[config.mk]
export PLATFORM = sky130hd
export DESIGN_NAME = vga_timing_gen
export DESIGN_NICKNAME = d
export VERILOG_FILES = /design/src/rtl/vga_pkg.sv /design/src/rtl/vga_axis_counter.sv /design/src/rtl/vga_timing_gen.sv
export SDC_FILE = /design/constraint.sdc
export NUM_CORES = 1
export LEC_CHECK = 0
export ABC_AREA = 1
export CORE_ASPECT_RATIO = 1.75
export CORE_MARGIN = 2
export CORE_UTILIZATION = 50
export CTS_BUF_LIST = sky130_fd_sc_hd__clkbuf_16
export CTS_CLUSTER_DIAMETER = 100
export DETAILED_ROUTE_END_ITERATION = 10
export PLACE_DENSITY = 0.75
export RECOVER_POWER = 25
export SLEW_MARGIN = 0
export SYNTH_ARGS = -nofsm -noshare
export SYNTH_HDL_FRONTEND = slang
export SYNTH_SLANG_ARGS = --single-unit
[constraint.sdc]
create_clock -name clk -period 6.5 [get_ports clk]
set_input_delay 1.95 -clock clk [delete_from_list [all_inputs] [get_ports clk]]
set_output_delay 1.95 -clock clk [all_outputs]
set_load 0.02 [all_outputs]
[src/rtl/vga_pkg.sv]
// Shared VGA timing constants: default 640x480@60 (25.175 MHz pixel clock) segment lengths
// and sync polarity encodings used by vga_timing_gen parameter defaults.
// No ports; no latency or backpressure (constants only).
package vga_pkg;

    // Horizontal segments, in pixels
    localparam int DEF_H_DISPLAY = 640;
    localparam int DEF_H_FRONT   = 16;
    localparam int DEF_H_SYNC    = 96;
    localparam int DEF_H_BACK    = 48;

    // Vertical segments, in lines
    localparam int DEF_V_DISPLAY = 480;
    localparam int DEF_V_FRONT   = 10;
    localparam int DEF_V_SYNC    = 2;
    localparam int DEF_V_BACK    = 33;

    // Sync polarity: the level a sync output takes while its sync segment is running
    localparam bit SYNC_ACTIVE_LOW  = 1'b0;
    localparam bit SYNC_ACTIVE_HIGH = 1'b1;

endpackage

[src/rtl/vga_axis_counter.sv]
// Wrap counter for one raster axis: counts 0..TOTAL-1 on en, wraps to 0 after TOTAL-1.
// Latency: count updates on the clk edge after en; count_next/wrap are combinational look-ahead.
// Backpressure: none; holds while en=0. Ports: clk, reset, en in; count, count_next, wrap out.
module vga_axis_counter #(
    parameter  int TOTAL = 800,
    localparam int W     = $clog2(TOTAL)
) (
    input  logic         clk,
    input  logic         reset,
    input  logic         en,
    output logic [W-1:0] count,
    output logic [W-1:0] count_next,
    output logic         wrap
);

    localparam logic [W-1:0] LAST = W'(TOTAL - 1);

    // count_next is exposed so the parent can decode its outputs one cycle
    // ahead and register them alongside the count itself.
    always_comb begin
        wrap       = en && (count == LAST);
        count_next = count;
        if (wrap) begin
            count_next = '0;
        end else if (en) begin
            count_next = count + 1'b1;
        end
    end

    always_ff @(posedge clk or posedge reset) begin
        if (reset) begin
            count <= '0;
        end else begin
            count <= count_next;
        end
    end

endmodule

[src/rtl/vga_timing_gen.sv]
// VGA raster timing generator: line/frame counters, syncs, visible window, x/y and start pulses.
// Latency: all outputs are registered from next-state counts, so they change on the same edge as hcount/vcount.
// Backpressure: none; pix_en=0 freezes everything and forces start pulses low.
// Ports: clk, reset (async, active-high), pix_en in; hsync, vsync, hcount, vcount,
//        active_video, x, y, line_start, frame_start out.
module vga_timing_gen
    import vga_pkg::*;
#(
    parameter  int H_DISPLAY = DEF_H_DISPLAY,
    parameter  int H_FRONT   = DEF_H_FRONT,
    parameter  int H_SYNC    = DEF_H_SYNC,
    parameter  int H_BACK    = DEF_H_BACK,
    parameter  int V_DISPLAY = DEF_V_DISPLAY,
    parameter  int V_FRONT   = DEF_V_FRONT,
    parameter  int V_SYNC    = DEF_V_SYNC,
    parameter  int V_BACK    = DEF_V_BACK,
    parameter  bit HSYNC_POL = SYNC_ACTIVE_LOW,
    parameter  bit VSYNC_POL = SYNC_ACTIVE_LOW,
    localparam int H_TOTAL   = H_SYNC + H_BACK + H_DISPLAY + H_FRONT,
    localparam int V_TOTAL   = V_SYNC + V_BACK + V_DISPLAY + V_FRONT,
    localparam int HCW       = $clog2(H_TOTAL),
    localparam int VCW       = $clog2(V_TOTAL)
) (
    input  logic           clk,
    input  logic           reset,
    input  logic           pix_en,
    output logic           hsync,
    output logic           vsync,
    output logic [HCW-1:0] hcount,
    output logic [VCW-1:0] vcount,
    output logic           active_video,
    output logic [HCW-1:0] x,
    output logic [VCW-1:0] y,
    output logic           line_start,
    output logic           frame_start
);

    generate
        if (H_DISPLAY < 1 || H_FRONT < 1 || H_SYNC < 1 || H_BACK < 1 ||
            V_DISPLAY < 1 || V_FRONT < 1 || V_SYNC < 1 || V_BACK < 1) begin : g_bad_timing
            $error("vga_timing_gen: every timing segment must be at least 1");
        end
    endgenerate

    // Segment boundaries; count 0 is the first sync cycle, then back porch, display, front porch.
    localparam logic [HCW-1:0] H_SYNC_END = HCW'(H_SYNC);
    localparam logic [HCW-1:0] H_ACT_BEG  = HCW'(H_SYNC + H_BACK);
    localparam logic [HCW-1:0] H_ACT_END  = HCW'(H_SYNC + H_BACK + H_DISPLAY);
    localparam logic [VCW-1:0] V_SYNC_END = VCW'(V_SYNC);
    localparam logic [VCW-1:0] V_ACT_BEG  = VCW'(V_SYNC + V_BACK);
    localparam logic [VCW-1:0] V_ACT_END  = VCW'(V_SYNC + V_BACK + V_DISPLAY);

    logic [HCW-1:0] h_next;
    logic [VCW-1:0] v_next;
    logic           h_wrap;
    logic           v_wrap;
    logic           h_vis;
    logic           v_vis;

    vga_axis_counter #(.TOTAL(H_TOTAL)) u_hcnt (
        .clk        (clk),
        .reset      (reset),
        .en         (pix_en),
        .count      (hcount),
        .count_next (h_next),
        .wrap       (h_wrap)
    );

    // The vertical axis steps once per horizontal wrap; its wrap therefore
    // marks the last pixel of the frame being consumed.
    vga_axis_counter #(.TOTAL(V_TOTAL)) u_vcnt (
        .clk        (clk),
        .reset      (reset),
        .en         (h_wrap),
        .count      (vcount),
        .count_next (v_next),
        .wrap       (v_wrap)
    );

    always_comb begin
        h_vis = (h_next >= H_ACT_BEG) && (h_next < H_ACT_END);
        v_vis = (v_next >= V_ACT_BEG) && (v_next < V_ACT_END);
    end

    // Decoding from next-state counts keeps every output aligned with
    // hcount/vcount in the same cycle, with no combinational path from pix_en.
    always_ff @(posedge clk or posedge reset) begin
        if (reset) begin
            hsync        <= HSYNC_POL;
            vsync        <= VSYNC_POL;
            active_video <= 1'b0;
            x            <= '0;
            y            <= '0;
            line_start   <= 1'b0;
            frame_start  <= 1'b0;
        end else if (pix_en) begin
            hsync        <= (h_next < H_SYNC_END) ? HSYNC_POL : ~HSYNC_POL;
            vsync        <= (v_next < V_SYNC_END) ? VSYNC_POL : ~VSYNC_POL;
            active_video <= h_vis && v_vis;
            x            <= (h_vis && v_vis) ? (h_next - H_ACT_BEG) : '0;
            y            <= (h_vis && v_vis) ? (v_next - V_ACT_BEG) : '0;
            line_start   <= h_wrap;
            frame_start  <= v_wrap;
        end else begin
            line_start   <= 1'b0;
            frame_start  <= 1'b0;
        end
    end

endmodule
==> metrics.txt, run 1 <==
status finished with violations; failing checks capacitance limit, slew limit; RSZ-0062 raised after global routing false; sequential area share after synthesis 0.425; Synth Register Bits 45; unique cell type count in the Yosys netlist 30; critical-path maximum fanout 20; final hold slack between 0.4 and 0.5 ns; Async S/R FF share, synth 1.00; initial cell density of the core 0.509; clk_lat worst skew about 0.29 ns; setup bufs post-CTS 0; wire length per cell around 14 µm; H-tree depth 2; slew of the pin with the lowest slew margin between 2 and 2.5 ns; ratio of cells with drive above 1 in the final layout 0.0845; Post-CTS Resized 0; Die H approximately 100 µm; ANT nets after route 0; Min Clock Period, post-route 5.20 ns; Slew Viols, Final 46; Period Utilization, post-route 0.800; commonest non-fill, non-tap cell in the layout nand2_1; worst clock skew 0.00766 ns; endpoints failing setup 0; Post-synth EDFFs 0; Avg Cell Area, Syn between 7 and 8 µm²; first-pass GRT wire length around 11000 µm; die width between 50 and 60 µm; CTS Sinks between 40 and 50; GR Util All Layers 0.235; worst path arrival time between 5 and 6 ns; Post-Route WL ~6600 µm; mapped cell area about 2700 µm²; Most used DFF post-synth dfrtp_1; Max Cap Viol 1; largest net degree at the start of global routing 46; Critical Path Start Type input port; Syn Nets 372; initial antenna violation count 0; port bufs 47; Synth Instances 363; FMAX 192 MHz; commonest non-fill, non-tap cells in the layout nand2_1 (131), clkdlybuf4s50_1 (46), dfrtp_1 (45); setup_tns 0 ns; # rows 35; WP data required about 6.7 ns; yosys warns 0; Area Growth Syn to Fin 24.6%; GP Congestion ~0.85; total CTS buffers 5; 1st-pass router iterations 4; number of global-route vias before repair about 2300; CTS hold repair buffers 0; Die Area 5920 µm²; routed vias/inst between 5 and 6; ANT cells 0; root buf cell clkbuf_16; grt total ovfl 0; Boundary Pins between 40 and 50; Worst-path clk slew 0.06 ns; Worst VDD drop ~0.16 mV; Hold Path Class flop to flop; CTS tree built; drt first-iter violations 133; DRC errors left 0; Pleak about 1.7 nW; CORE AREA ~5200 µm²; final hold viol count 0; CP Capture Type flop; Bufs on Longest Clock Path 2; Rel. slew slack -0.625; kind of critical path input port to flop; PwrDens between 200 and 300 nW/µm²; final net count around 420; DP Wirelength slightly below 5000 µm; via count about 2400
## metrics by stage
stage | power, W | cell area (µm²) | cells | util | setup WS (ns)
finish | 0.000891 | 3300 | 469 | 0.634 | 1.30
global route | 0.000933 | 3300 | 469 | 0.634 | 0.991
CTS | 0.000892 | 3310 | 469 | 0.635 | 1.37
detailed placement | 0.000650 | 3170 | 461 | 0.608 | 1.09
global placement | 0.000647 | 3170 | 461 | 0.608 | 1.12
floorplan | 0.000544 | 2650 | 363 | - | 2.84
## worst paths after layout
path / start / to / slack [ns] / cells past startpoint
max reg2reg: u_hcnt.count[0] / y[9] / 3.28 / 15
max in group asynchronous: reset / u_hcnt.count[2] / 2.10 / 3
min: x[4] / x[4] / 0.48 / 2
min in group asynchronous: reset / u_vcnt.count[7] / 3.01 / 3
min reg2reg: x[4] / x[4] / 0.48 / 2
max: pix_en / y[9] / 1.30 / 18
## layer usage
layer  part of all wire  GRT usage  vias to the layer above
met5                  0          0                        -
met4              0.025     0.0944                        0
met3              0.031     0.0284                       15
met2               0.51      0.393                       69
met1               0.43      0.304                     1129
li1                   -          -                     1234
## power by group
| part | internal [W] | switching, W |
|---|---|---|
| Clock | 0.000138 | 0.000102 |
| Combinational | 0.000106 | 0.000195 |
| Sequential | 0.000308 | 0.0000414 |
## sequential cells by signal (all words and copies together) (netlist names)
signal	flops
u_hcnt.count	10
x	10
frame_start	1
y	10
line_start	1
hsync	1
active_video	1
u_vcnt.count	10
vsync	1
## kinds of logic after synthesis
kind of cell,share of synthesized area
xor+xnor,0.0330
simple gates,0.399
fa+ha+maj,0.0283
flops,0.425
buf+inv,0.0812
compound gates,0.0340
## Yosys cell counts (3+ instances only)
cell type | count | share of area
nand2_2 | 5 | 0.012
xor2_1 | 7 | 0.023
inv_1 | 40 | 0.057
ha_1 | 6 | 0.028
xnor2_1 | 3 | 0.0099
nand3_2 | 4 | 0.015
o21ai_0 | 4 | 0.0076
o21ai_1 | 3 | 0.0057
nand4_1 | 9 | 0.021
nand2_1 | 131 | 0.19
dfrtp_1 | 45 | 0.42
nand3_1 | 37 | 0.070
nor2_2 | 7 | 0.017
nor2_1 | 31 | 0.044
inv_2 | 9 | 0.013
a21oi_1 | 5 | 0.0094
## worst max-delay path: stages
cell and delay [ns]:
clkdlybuf4s50_1 0.87, nand2_1 0.22, nor2_2 0.16, inv_2 0.08, nor2_8 0.15, nand2_2 0.13, inv_1 0.11, a21oi_1 0.10
ha_1 0.23, inv_1 0.11, nand3_2 0.12, nor2_1 0.11, nand2_1 0.06, nand2_1 0.10, nand2_1 0.09, nor2_2 0.55
nand3_1 0.17, nand2_1 0.11
## layout make-up
cell class	instances	area [µm²]
fillers	479	1910
multi-input cells	263	1310
flip-flops and latches	45	1130
repair buffers	48	474
inverters	50	188
clock buffers	5	125
well taps	55	68.8
clock inverters	3	11.3
(Power assumes the default switching activity.)
==> run 2, diff against run 1 <==
--- a/config.mk
+++ b/config.mk
@@ -8,11 +8,11 @@
 export ABC_AREA = 1
 export CORE_ASPECT_RATIO = 1.75
 export CORE_MARGIN = 2
-export CORE_UTILIZATION = 50
+export CORE_UTILIZATION = 47
 export CTS_BUF_LIST = sky130_fd_sc_hd__clkbuf_16
 export CTS_CLUSTER_DIAMETER = 100
 export DETAILED_ROUTE_END_ITERATION = 10
-export PLACE_DENSITY = 0.75
+export PLACE_DENSITY = 0.74
 export RECOVER_POWER = 25
 export SLEW_MARGIN = 0
 export SYNTH_ARGS = -nofsm -noshare
==> constraint.sdc (replaced) <==
create_clock -name clk -period 4.5 [get_ports clk]
set_input_delay 1.35 -clock clk [delete_from_list [all_inputs] [get_ports clk]]
set_output_delay 1.35 -clock clk [all_outputs]
set_load 0.02 [all_outputs]
==> run 2 against run 1 <==
  * The flow still finishes with violations (capacitance limit, slew limit)
  * Combinational power up 46%
  * Flip-flop and latch count unchanged
  * Worst hold slack about the same
  * Register-to-register slack worse by 1.8 ns
  * Critical endpoint is now x[2]
==> metrics.txt, run 2 (synthesis gave the netlist of run 1 again) <==
status finished with violations; failing checks capacitance limit, slew limit; post-placement cell area roughly 3200 µm²; ratio of cells with drive above 1 in the final layout 0.0911; final core utilization 0.610; Die Area between 6000 and 7000 µm²; CP top delay family simple AND/OR/NAND/NOR gates; Crit. Startpoint pix_en; via count approximately 2400; Worst VDD drop 0.237 mV; WHS Path Cells 2; Sw Share 0.380; crit path cell chain dlygate4sd3_1, nand2_1, nor2_1, inv_1, nor2_8, nand2_2, inv_1, a21oi_1, ha_1, inv_1, nand3_2, nand3_1, nand2_1, nor2_2, nor2_2, buf_4, nand2_1, nand2_1; R2R depth 18; DP Wirelength between 4000 and 5000 µm; H-tree depth 2; Post-Route WL between 6000 and 7000 µm; die width 60.8 µm; final net count approximately 430; Post-CTS Resized 0; worst path arrival time ~4.2 ns; Max Cap Viol 1; slowest stage delay, CP around 0.55 ns; number of global-route vias before repair 2234; Worst path depth 18; PwrDens ~390 nW/µm²; port bufs 47; first-pass GRT wire length 10400 µm; # rows 36; routed vias/inst a little under 5; slew of the pin with the lowest slew margin ~1.5 ns; final hold viol count 0; DRC errors left 0; Period Utilization, post-route 0.881; grt total ovfl 0; Pleak roughly 1.7 nW; commonest non-fill, non-tap cell in the layout nand2_1; internal power 0.000802 W; Rel. slew slack -0.0159; layout filler cell count 532; ANT cells 0; Design Area, Final roughly 3400 µm²; root buf cell clkbuf_16; Boundary Pins 48; RSZ-0062 raised after global routing false; Worst-path clk slew approximately 0.06 ns; Area Growth Syn to Fin 26.4%; Hold Path Class flop to flop; CORE AREA 5500 µm²; drt first-iter violations about 120; reg2reg setup slack 1.47 ns; sequential fraction of design power 0.388; CTS hold repair buffers 0; GR Util All Layers 0.219; combinational power share 0.338; Slew Viols, Final 30; initial antenna violation count 0; r2r endpoint x[2]; 1st-pass router iterations 4; wire length per cell ~13 µm; GP Congestion 0.947; ANT nets after route 0; total CTS buffers 5; FMAX about 250 MHz; largest net degree at the start of global routing 30; reg-to-reg startpoint u_hcnt.count[0]; hold path endpoint x[4]; Slowest-stage cell, CP dlygate4sd3_1; WP data required roughly 4.7 ns; clk_lat worst skew just under 0.3 ns; Clk pwr share 0.273; commonest non-fill, non-tap cells in the layout nand2_1 (131), dfrtp_1 (45), clkdlybuf4s50_1 (45); hold path startpoint x[4]; CTS tree built; Final WS setup 0.537 ns; setup_tns 0 ns; kind of critical path input port to flop; worst clock skew 0.00722 ns; WP buf/inv 5; CP Capture Type flop; endpoints failing setup 0; cell mode on critical path nand2_1; CTS Sinks between 40 and 50; Critical Path Start Type input port; initial cell density of the core 0.482; setup bufs post-CTS 0; Min Clock Period, post-route 3.96 ns; Die H a little over 100 µm; critical-path maximum fanout 14; Psw ~0.00049 W; Bufs on Longest Clock Path 2; Placement Setup Slack 0.438 ns
## run 2: changes by cell type in the layout (fill, tap and decap cells not counted)
| cell | change |
|---|---|
| nor2_1 | +1 |
| clkdlybuf4s50_1 | -1 |
| dlygate4sd3_1 | +1 |
| nor2_2 | -1 |
| inv_2 | -1 |
| inv_1 | -1 |
| clkinv_2 | +2 |
| buf_4 | +3 |
## run 2: worst max-delay path by stage
| stage | to | slack [ns] |
|---|---|---|
| floorplan | y[5] | 1.44 |
| global placement | x[7] | 0.45 |
| detailed placement | x[7] | 0.44 |
| CTS | y[3] | 0.71 |
| global route | y[3] | 0.26 |
| finish | x[2] | 0.54 |
## run 2: area by class of cell
cell class	instances	area, µm²	share of cell area
flip-flops and latches	45	1130	0.336
multi-input cells	263	1310	0.390
clock buffers	5	125	0.0373
repair buffers	51	497	0.148
clock inverters	3	13.8	0.00411
inverters	50	188	0.0560
well taps	76	95.1	0.0284
## run 2: metrics by stage
step,power (W),std cells,hold slack (ns)
after floorplan,0.000785,363,0.591
after global placement,0.000947,485,0.466
after detailed placement,0.000946,485,0.464
after CTS,0.00130,493,0.490
after global routing,0.00136,493,0.513
final,0.00129,493,0.482
## run 2: metal layers
metal / track usage / wire length [µm] / part of all wire
met1: 0.286 / 2770 / 0.43
met5: 0 / 0 / 0
met3: 0.0261 / 191 / 0.030
met2: 0.361 / 3260 / 0.51
met4: 0.0953 / 195 / 0.030
## run 2: power groups by stage
| stage | logic, W | clock network, W | registers, W |
|---|---|---|---|
| finish | 0.000438 | 0.000353 | 0.000502 |
| detailed placement | 0.000435 | 0 | 0.000510 |
| global route | 0.000480 | 0.000372 | 0.000509 |
| CTS | 0.000440 | 0.000360 | 0.000503 |
| global placement | 0.000437 | 0 | 0.000510 |
| floorplan | 0.000238 | 0 | 0.000547 |
## run 2: worst register-to-register path, stage by stage (launching register included)
cell	delay, ns
dfrtp_1	0.43
ha_1	0.25
nand2_1	0.13
nor2_1	0.07
inv_1	0.17
nor2_8	0.08
nand2_2	0.13
inv_1	0.08
a21oi_1	0.32
ha_1	0.25
inv_1	0.08
nand3_2	0.11
nand3_1	0.08
nand2_1	0.11
nor2_2	0.06
nor2_2	0.23
buf_4	0.24
nand2_1	0.07
nand2_1	0.08
